## config.mk

```make
export PLATFORM = sky130hd
export DESIGN_NAME = keypad_scanner
export DESIGN_NICKNAME = d
export VERILOG_FILES = /design/src/rtl/keypad_scanner.sv
export SDC_FILE = /design/constraint.sdc
export NUM_CORES = 1
export LEC_CHECK = 0
export ABC_AREA = 1
export BUFFER_PORTS_ARGS = -buffer_cell sky130_fd_sc_hd__clkbuf_2
export CAP_MARGIN = 20
export CORE_MARGIN = 2
export CORE_UTILIZATION = 32
export CTS_BUF_LIST = sky130_fd_sc_hd__clkbuf_8
export CTS_CLUSTER_DIAMETER = 40
export CTS_CLUSTER_SIZE = 40
export DETAILED_ROUTE_END_ITERATION = 10
export PLACE_DENSITY = 0.58
export SYNTH_ARGS = -nofsm -noshare
export SYNTH_HDL_FRONTEND = slang
export SYNTH_SLANG_ARGS = --single-unit
export TNS_END_PERCENT = 10
```

## constraint.sdc

```tcl
create_clock -name clk -period 4.95 [get_ports clk]
set_clock_uncertainty 0.1 [all_clocks]
set_input_delay 0.495 -clock clk [delete_from_list [all_inputs] [get_ports clk]]
set_output_delay 0.495 -clock clk [all_outputs]
set_load 0.01 [all_outputs]
```

## src/rtl/keypad_scanner.sv

```systemverilog
// 4x4 active-low keypad scanner with scan-level debounce.
// Accepted key codes shift into a 32-bit entry buffer.
module keypad_scanner #(
  parameter int SCAN_DIV       = 100000,
  parameter int DEBOUNCE_SCANS = 20
) (
  input  logic        clk,
  input  logic        rst_n,
  input  logic [3:0]  row,
  input  logic        clr,
  output logic [3:0]  col,
  output logic [3:0]  key_code,
  output logic        key_valid,
  output logic        key_pressed,
  output logic [31:0] entry
);

  localparam int SW = $clog2(SCAN_DIV);
  localparam int CW = $clog2(DEBOUNCE_SCANS + 1);
  localparam logic [SW-1:0] LAST = SW'(SCAN_DIV - 1);
  localparam logic [CW-1:0] THR  = CW'(DEBOUNCE_SCANS);
  // nibble {row,col} holds the legend of that key
  localparam logic [63:0] KEYMAP = 64'hDEF0_C987_B654_A321;

  typedef enum logic [1:0] {
    IDLE, PRESS_CHK, HELD, RELEASE_CHK
  } state_e;

  logic [3:0]    row_s1_q, row_s2_q;
  logic [SW-1:0] slot_q, slot_d;
  logic [1:0]    col_idx_q, col_idx_d;
  logic [1:0]    acc_cnt_q, acc_cnt_d;
  logic [3:0]    acc_code_q, acc_code_d;
  logic [1:0]    res_cnt_q, res_cnt_d;
  logic [3:0]    res_code_q, res_code_d;
  logic          done_q, done_d;
  state_e        state_q, state_d;
  logic [3:0]    cand_q, cand_d;
  logic [CW-1:0] cnt_q, cnt_d;
  logic [3:0]    key_code_q, key_code_d;
  logic          key_valid_q, key_valid_d;
  logic          key_pressed_q, key_pressed_d;
  logic [31:0]   entry_q, entry_d;

  logic [2:0]    n_low, sum;
  logic [1:0]    r_idx, cur_cnt;
  logic [3:0]    cur_code;
  logic          sample;

  always_comb begin
    slot_d    = (slot_q == LAST) ? '0 : slot_q + 1'b1;
    col_idx_d = (slot_q == LAST) ? col_idx_q + 2'd1 : col_idx_q;
  end

  always_comb begin
    n_low = '0;
    r_idx = '0;
    for (int i = 3; i >= 0; i--) begin
      if (!row_s2_q[i]) begin
        n_low = n_low + 3'd1;
        r_idx = 2'(i);
      end
    end
    sum = {1'b0, acc_cnt_q} + ((n_low > 3'd2) ? 3'd2 : n_low);
    cur_cnt = (sum > 3'd2) ? 2'd2 : sum[1:0];
    cur_code = acc_code_q;
    if (acc_cnt_q == 2'd0 && n_low == 3'd1)
      cur_code = KEYMAP[{r_idx, col_idx_q, 2'b00} +: 4];
    sample     = (slot_q == LAST);
    acc_cnt_d  = acc_cnt_q;
    acc_code_d = acc_code_q;
    res_cnt_d  = res_cnt_q;
    res_code_d = res_code_q;
    done_d     = 1'b0;
    if (sample) begin
      if (col_idx_q == 2'd3) begin
        res_cnt_d  = cur_cnt;
        res_code_d = cur_code;
        done_d     = 1'b1;
        acc_cnt_d  = '0;
        acc_code_d = '0;
      end else begin
        acc_cnt_d  = cur_cnt;
        acc_code_d = cur_code;
      end
    end
  end

  always_comb begin
    state_d       = state_q;
    cand_d        = cand_q;
    cnt_d         = cnt_q;
    key_code_d    = key_code_q;
    key_valid_d   = 1'b0;
    key_pressed_d = key_pressed_q;
    if (done_q) begin
      unique case (state_q)
        IDLE: begin
          if (res_cnt_q == 2'd1) begin
            state_d = PRESS_CHK;
            cand_d  = res_code_q;
            cnt_d   = CW'(1);
          end
        end
        PRESS_CHK: begin
          if (res_cnt_q == 2'd1 && res_code_q == cand_q) begin
            cnt_d = cnt_q + 1'b1;
            if (cnt_d == THR) begin
              key_code_d    = cand_q;
              key_valid_d   = 1'b1;
              key_pressed_d = 1'b1;
              state_d       = HELD;
            end
          end else begin
            state_d = IDLE;
          end
        end
        HELD: begin
          if (res_cnt_q == 2'd0) begin
            state_d = RELEASE_CHK;
            cnt_d   = CW'(1);
          end
        end
        RELEASE_CHK: begin
          if (res_cnt_q == 2'd0) begin
            cnt_d = cnt_q + 1'b1;
            if (cnt_d == THR) begin
              key_pressed_d = 1'b0;
              state_d       = IDLE;
            end
          end else begin
            state_d = HELD;
          end
        end
        default: state_d = IDLE;
      endcase
    end
  end

  // clear beats a same-cycle accept; the key still shows on key_code
  always_comb begin
    entry_d = entry_q;
    if (clr)
      entry_d = '0;
    else if (key_valid_q)
      entry_d = {entry_q[27:0], key_code_q};
  end

  always_ff @(posedge clk or negedge rst_n) begin
    if (!rst_n) begin
      row_s1_q      <= 4'hF;
      row_s2_q      <= 4'hF;
      slot_q        <= '0;
      col_idx_q     <= '0;
      acc_cnt_q     <= '0;
      acc_code_q    <= '0;
      res_cnt_q     <= '0;
      res_code_q    <= '0;
      done_q        <= 1'b0;
      state_q       <= IDLE;
      cand_q        <= '0;
      cnt_q         <= '0;
      key_code_q    <= '0;
      key_valid_q   <= 1'b0;
      key_pressed_q <= 1'b0;
      entry_q       <= '0;
    end else begin
      row_s1_q      <= row;
      row_s2_q      <= row_s1_q;
      slot_q        <= slot_d;
      col_idx_q     <= col_idx_d;
      acc_cnt_q     <= acc_cnt_d;
      acc_code_q    <= acc_code_d;
      res_cnt_q     <= res_cnt_d;
      res_code_q    <= res_code_d;
      done_q        <= done_d;
      state_q       <= state_d;
      cand_q        <= cand_d;
      cnt_q         <= cnt_d;
      key_code_q    <= key_code_d;
      key_valid_q   <= key_valid_d;
      key_pressed_q <= key_pressed_d;
      entry_q       <= entry_d;
    end
  end

  assign col         = ~(4'b0001 << col_idx_q);
  assign key_code    = key_code_q;
  assign key_valid   = key_valid_q;
  assign key_pressed = key_pressed_q;
  assign entry       = entry_q;

endmodule

```

# Word-level counts from Yosys, hierarchy flattened
# Cells that the tools add are included.
[totals]
register_bits = 89
output_inout_bits = 42
[classes]
n_addsub = 7
n_lt_le_gt_ge = 2
eq_ne = 17
shifts = 2
mux = 39
n_bitwise = 1
reduce_logical = 13
[op_table]
columns = ["op", "n"]
rows = [
  ["2-to-1 mux 32 bit", 2],
  ["variable part select 64 x 7 -> 4 bit, first input constant", 1],
  ["2-to-1 mux 2 bit", 12],
  ["2-to-1 mux 5 bit", 4],
  ["one-hot mux 5 bit (4 select lines)", 1],
  ["adder 17 x 1 -> 17 bit, second input constant", 1],
  ["equality test 17 bit, second input constant", 1],
  ["2-to-1 mux 17 bit", 1],
  ["2-to-1 mux 3 bit", 4],
  ["inequality test 2 bit, second input constant", 6],
  ["2-to-1 mux 1 bit", 11],
  ["AND reduction 5 bit", 2],
  ["adder 3 x 1 -> 3 bit, second input constant", 3],
  ["2-to-1 mux 4 bit", 2],
  ["one-hot mux 2 bit (4 select lines)", 1],
  ["equality test 2 bit, second input constant", 3],
  ["greater-than comparator 3 x 2 -> 1 bit, second input constant", 2],
  ["zero test 2 bit", 3],
  ["inequality test 3 bit, second input constant", 2],
  ["AND reduction 6 bit", 1],
  ["adder 5 x 1 -> 5 bit, second input constant", 1],
  ["equality test 5 bit, second input constant", 1],
  ["equality test 2 x 1 -> 1 bit, second input constant", 2],
  ["equality test 4 bit", 1],
  ["11 further kinds", 13],
]

# Depth between registers and ports, before layout
[depth]
word_depth = 13
mapped_depth = 17

# Worst setup path after synthesis
# No wires, ideal clock.
[synth_path]
path_kind = "reg-to-reg"
from = "reg row_s2_q[2]"
to = "reg acc_cnt_q[0]"
setup_ns = 0.095
arrival_ns = 2.835
required_ns = 4.755
path_slack_ns = 1.919
stages_incl_launch_ff = 14
path_buffers = 0
period_less_slack_ns = 3.031
cell_sequence = "dfstp_2 inv_1 ha_1 xnor2_1 ha_1 or2_0 nand2_1 nand2_2 nor2_4 ha_1 fa_1 nor2_1 nand2_1 o31ai_1"
[synth_via]
elab_chain_cells = 11
[synth_lines]
columns = ["element", "line_no", "source"]
rows = [
  ["start: declaration", "29", "logic [3:0] row_s1_q, row_s2_q;"],
  ["start signal: assignment", "169", "row_s2_q <= row_s1_q;"],
  ["2-to-1 mux 3 bit (*)", "59", "if (!row_s2_q[i]) begin"],
  ["adder 3 x 1 -> 3 bit", "60", "n_low = n_low + 3'd1;"],
  ["2-to-1 mux 3 bit (*)", "59", ""],
  ["adder 3 x 1 -> 3 bit", "60", ""],
  ["2-to-1 mux 3 bit (*)", "59", ""],
  ["greater-than comparator 3 x 2 -> 1 bit", "64", "sum = {1'b0, acc_cnt_q} + ((n_low > 3'd2) ? 3'd2 : n_low);"],
  ["2-to-1 mux 3 bit (*)", "64", ""],
  ["adder 2 x 3 -> 3 bit (*)", "64", ""],
  ["greater-than comparator 3 x 2 -> 1 bit", "65", "cur_cnt = (sum > 3'd2) ? 2'd2 : sum[1:0];"],
  ["2-to-1 mux 2 bit (*)", "65", ""],
  ["2-to-1 mux 2 bit (*)", "76", "if (col_idx_q == 2'd3) begin"],
  ["end signal: assignment", "172", "acc_cnt_q <= acc_cnt_d;"],
  ["end: declaration", "32", "logic [1:0] acc_cnt_q, acc_cnt_d;"],
]
# Mark *: on every way between the ends. The rest lies on a longest branch, timed or not.
# A chain may end at the register's enable or synchronous reset.

# Worst setup path after layout
# Ends and elaborated chain as after synthesis.

==> impl_metrics.csv <==
group,metric,value,unit
outcome,status,"complete, no violations",
global_route,grt_pass1_vias,3160,
global_route,grt_antenna_before_repair,0,
clock_network,cts_buffers,9,
detailed_routing,drt-pass1-iter-count,4,
timing,drv_slew,0,
hold_path,hold_end,"row_s1_q[0]",
hold_path,worstHoldPathCells,1,
clock_network,cts.sinks,89,
finish,nets,565,
yosys,synth_fa_ha_area_share,4.03,%
yosys,synth_xor_area_share,2.28,%
placement,numPlacedInstances,704,
critical_path,rrSetupSlack,1710,ps
floorplan,core_area,12800,um2
finish,area_growth,15.7,%
finish,final_util,38.2,%
global_route,grt-ovfl-total,0,
detailed_routing,drc,0,
critical_path,r2r_end,"acc_cnt_q[0]",
timing,clock.fmax,0.309,GHz
timing,worst_slack,1710,ps
critical_path,endpoint_kind,"flip-flop",
floorplan,dieHeight,119,um
placement,port_buffers,48,
power_and_ir_drop,p_per_area,266,nW/um2
finish,instances_no_fill,722,
yosys,seq_area_frac_synth,53.0,%
yosys,synth-seq-cells,89,
placement,dp_hpwl,5610,um
yosys,synthCells,492,
timing,tightest_slew,581,ps
global_route,grtUsageTotal,12.3,%
detailed_routing,drt_iter0_markers,141,
placement,post-place-ws,1670,ps
floorplan,rows,41,
finish,layout-drive-gt1-share,16.9,%
timing,finalHoldViolCount,0,
detailed_routing,wl,7910,um
floorplan,io_pins,49,
finish,diodes,0,
clock_network,cts_root_buffer,"clkbuf_8",
yosys,synth-compound-area-share,8.65,%
yosys,synth_mux_area_share,0,%
placement,routabilityCongestion,0.770,
power_and_ir_drop,peakVddDrop,0.000116,V
critical_path,worst-setup-path-type,"reg -> reg",
critical_path,rr_startpoint,"row_s2_q[2]",
critical_path,cp.arrival,3410,ps
timing,finalSetupViolCount,0,
timing,min_period,3240,ps
clock_network,h-tree-depth,3,
clock_network,clock_path_buffers,2,
global_route,grt_pass1_wl,14400,um
yosys,yosysWarnings,0,
timing,rsz0062_at_grt,"false",
critical_path,reg2reg_depth,13,
floorplan,dieArea,14100,um2
clock_network,clk_latency,370,ps
timing,timing.slew.headroom,61.3,%
yosys,avgSynthCellArea,8.58,um2
yosys,yosys.area_share.simple,23.7,%
yosys,synth_cell_types,34,
floorplan,initial_core_util,33.0,%
clock_network,clkTransAtPathRegs,100,ps
yosys,synth_fp_nets,512,
flow_run,timing.max_cap.violations,0,
hold_path,min_from,"row[0]",
yosys,synth.largest_area_cell,"dfrtp_1",
yosys,syn_area,4220,um2
clock_network,cts_tree,"built",
yosys,synth_area_leaders,"dfrtp_1 48%, nand2_1 11%, inv_1 6.7%, nand3_1 5.2%, o21ai_0 5.1%",
yosys,synth_top_area_share,48.0,%
timing,finalCritPeriodShare,65.5,%
hold_path,hold_path.class,"in -> reg",
power_and_ir_drop,p_leak,2.46,nW
critical_path,cp-start-kind,"flip-flop",
detailed_routing,vias,3230,
floorplan,die_w,119,um
detailed_routing,ant_nets,0,
yosys,synth_top_family_by_area,"simple AND/OR/NAND/NOR gates",
global_route,grt_max_degree,90,
timing,finalSetupTns,0,ps
critical_path,critical_path_required,5120,ps
detailed_routing,vias_per_cell,4.47,
critical_path,path_max_fanout,6,
detailed_routing,wl_per_cell,11.0,um
[synth_stat cells]
library cell,number
a21oi_1,7
a31oi_1,1
buf_2,2
buf_4,2
clkbuf_1,5
clkinv_1,1
dfrtp_1,81
dfstp_2,8
fa_1,1
ha_1,12
inv_1,75
inv_2,4
inv_4,1
nand2_1,125
nand2_2,4
nand3_1,44
nand3_4,2
nand4_1,5
nor2_1,31
nor2_2,1
nor2_4,3
nor2_8,1
nor3_1,3
nor3_4,1
nor3b_1,1
o21a_1,1
o21ai_0,43
o21ai_1,1
o21ai_2,2
o22ai_1,9
o31ai_1,3
or2_0,1
xnor2_1,2
xor2_1,9
[sequential cells by signal, indices dropped and copies added, names as in the netlist]
| signal | cells |
|---|---|
| row_s2_q | 4 |
| res_cnt_q | 2 |
| res_code_q | 4 |
| cand_q | 4 |
| done_q | 1 |
| slot_q | 17 |
| entry | 32 |
| state_q | 2 |
| cnt_q | 5 |
| acc_code_q | 4 |
| col_idx_q | 2 |
| row_s1_q | 4 |
| acc_cnt_q | 2 |
| key_code | 4 |
| key_pressed | 1 |
| key_valid | 1 |
[worst max-delay path, stage by stage, from the launching register on]
cell and delay [ps]:
dfstp_2 560, inv_1 50, ha_1 340, xnor2_1 210, ha_1 260, or2_0 190, nand2_1 80, nand2_2 80
nor2_4 140, ha_1 180, fa_1 400, nor2_1 200, nand2_1 110, o31ai_1 240
[power by group]
group          switching (mW)  internal, mW
registers             0.00295         0.733
clock network           0.301         0.203
logic                  0.0428        0.0181
total                   0.347         0.954
[cell type report]
cell class / count / area [um2]
Multi-Input combinational cell: 313 / 1630
Timing Repair Buffer: 51 / 288
Tap cell: 172 / 215
Fill cell: 1293 / 7890
Sequential cell: 89 / 2240
Clock buffer: 9 / 124
Clock inverter: 7 / 78.8
Inverter: 81 / 307
[cell families after synthesis]
logic type,Yosys count
flip-flops,89
buffers and inverters,90
AO/OA/AOI/OAI,67
AND/OR/NAND/NOR,222
XOR/XNOR,11
adder cells (fa/ha/maj),13
[cell usage in the layout, fill, tap and decap left out, drive strengths merged, types with 2 or more instances in the layout]
cell and count:
nand2 129, inv 85, dfrtp 81, clkbuf 56, nand3 46, o21ai 46, nor2 36, ha 12
xor2 9, o22ai 9, dfstp 8, a21oi 7, nand4 5, nor3 4, o31ai 3, buf 3
clkinv 3, xnor2 2
[repair_timing]
action / in CTS / in global routing
endpoints found under the hold margin: 0 / 29
buffers inserted: 0 / 0
hold buffers: 0 / 1
resized for setup: 0 / 0
[stage by stage]
stage / hold WS [ps] / total power [mW] / instance area (um2)
2_1_floorplan: 99.4 / 0.785 / 4220
3_3_place_gp: 246 / 0.808 / 4640
3_5_place_dp: 247 / 0.810 / 4640
4_1_cts: 71.2 / 1.32 / 4850
5_1_grt: 77.8 / 1.36 / 4880
6_report: 93.7 / 1.30 / 4880
[how the worst max path moves through the flow]
stage                 from      endpoint  slack, ps  depth (start not counted)
2_1_floorplan  row_s2_q[2]  acc_cnt_q[0]       1920                         13
3_5_place_dp   row_s2_q[2]  acc_cnt_q[0]       1670                         13
6_report       row_s2_q[2]  acc_cnt_q[0]       1710                         13
5_1_grt        row_s2_q[2]  acc_cnt_q[0]       1420                         13
3_3_place_gp   row_s2_q[2]  acc_cnt_q[0]       1830                         13
4_1_cts        row_s2_q[2]  acc_cnt_q[0]       1670                         13
[layer usage]
metal	vias up	part of all wire, %	track usage (%)
met5	-	0	0
met4	0	1.5	4.32
met3	11	4.0	3.11
met2	56	45	19.3
met1	1499	50	16.7
li1	1664	-	-
Note: power is estimated with default switching activity, not from simulation.
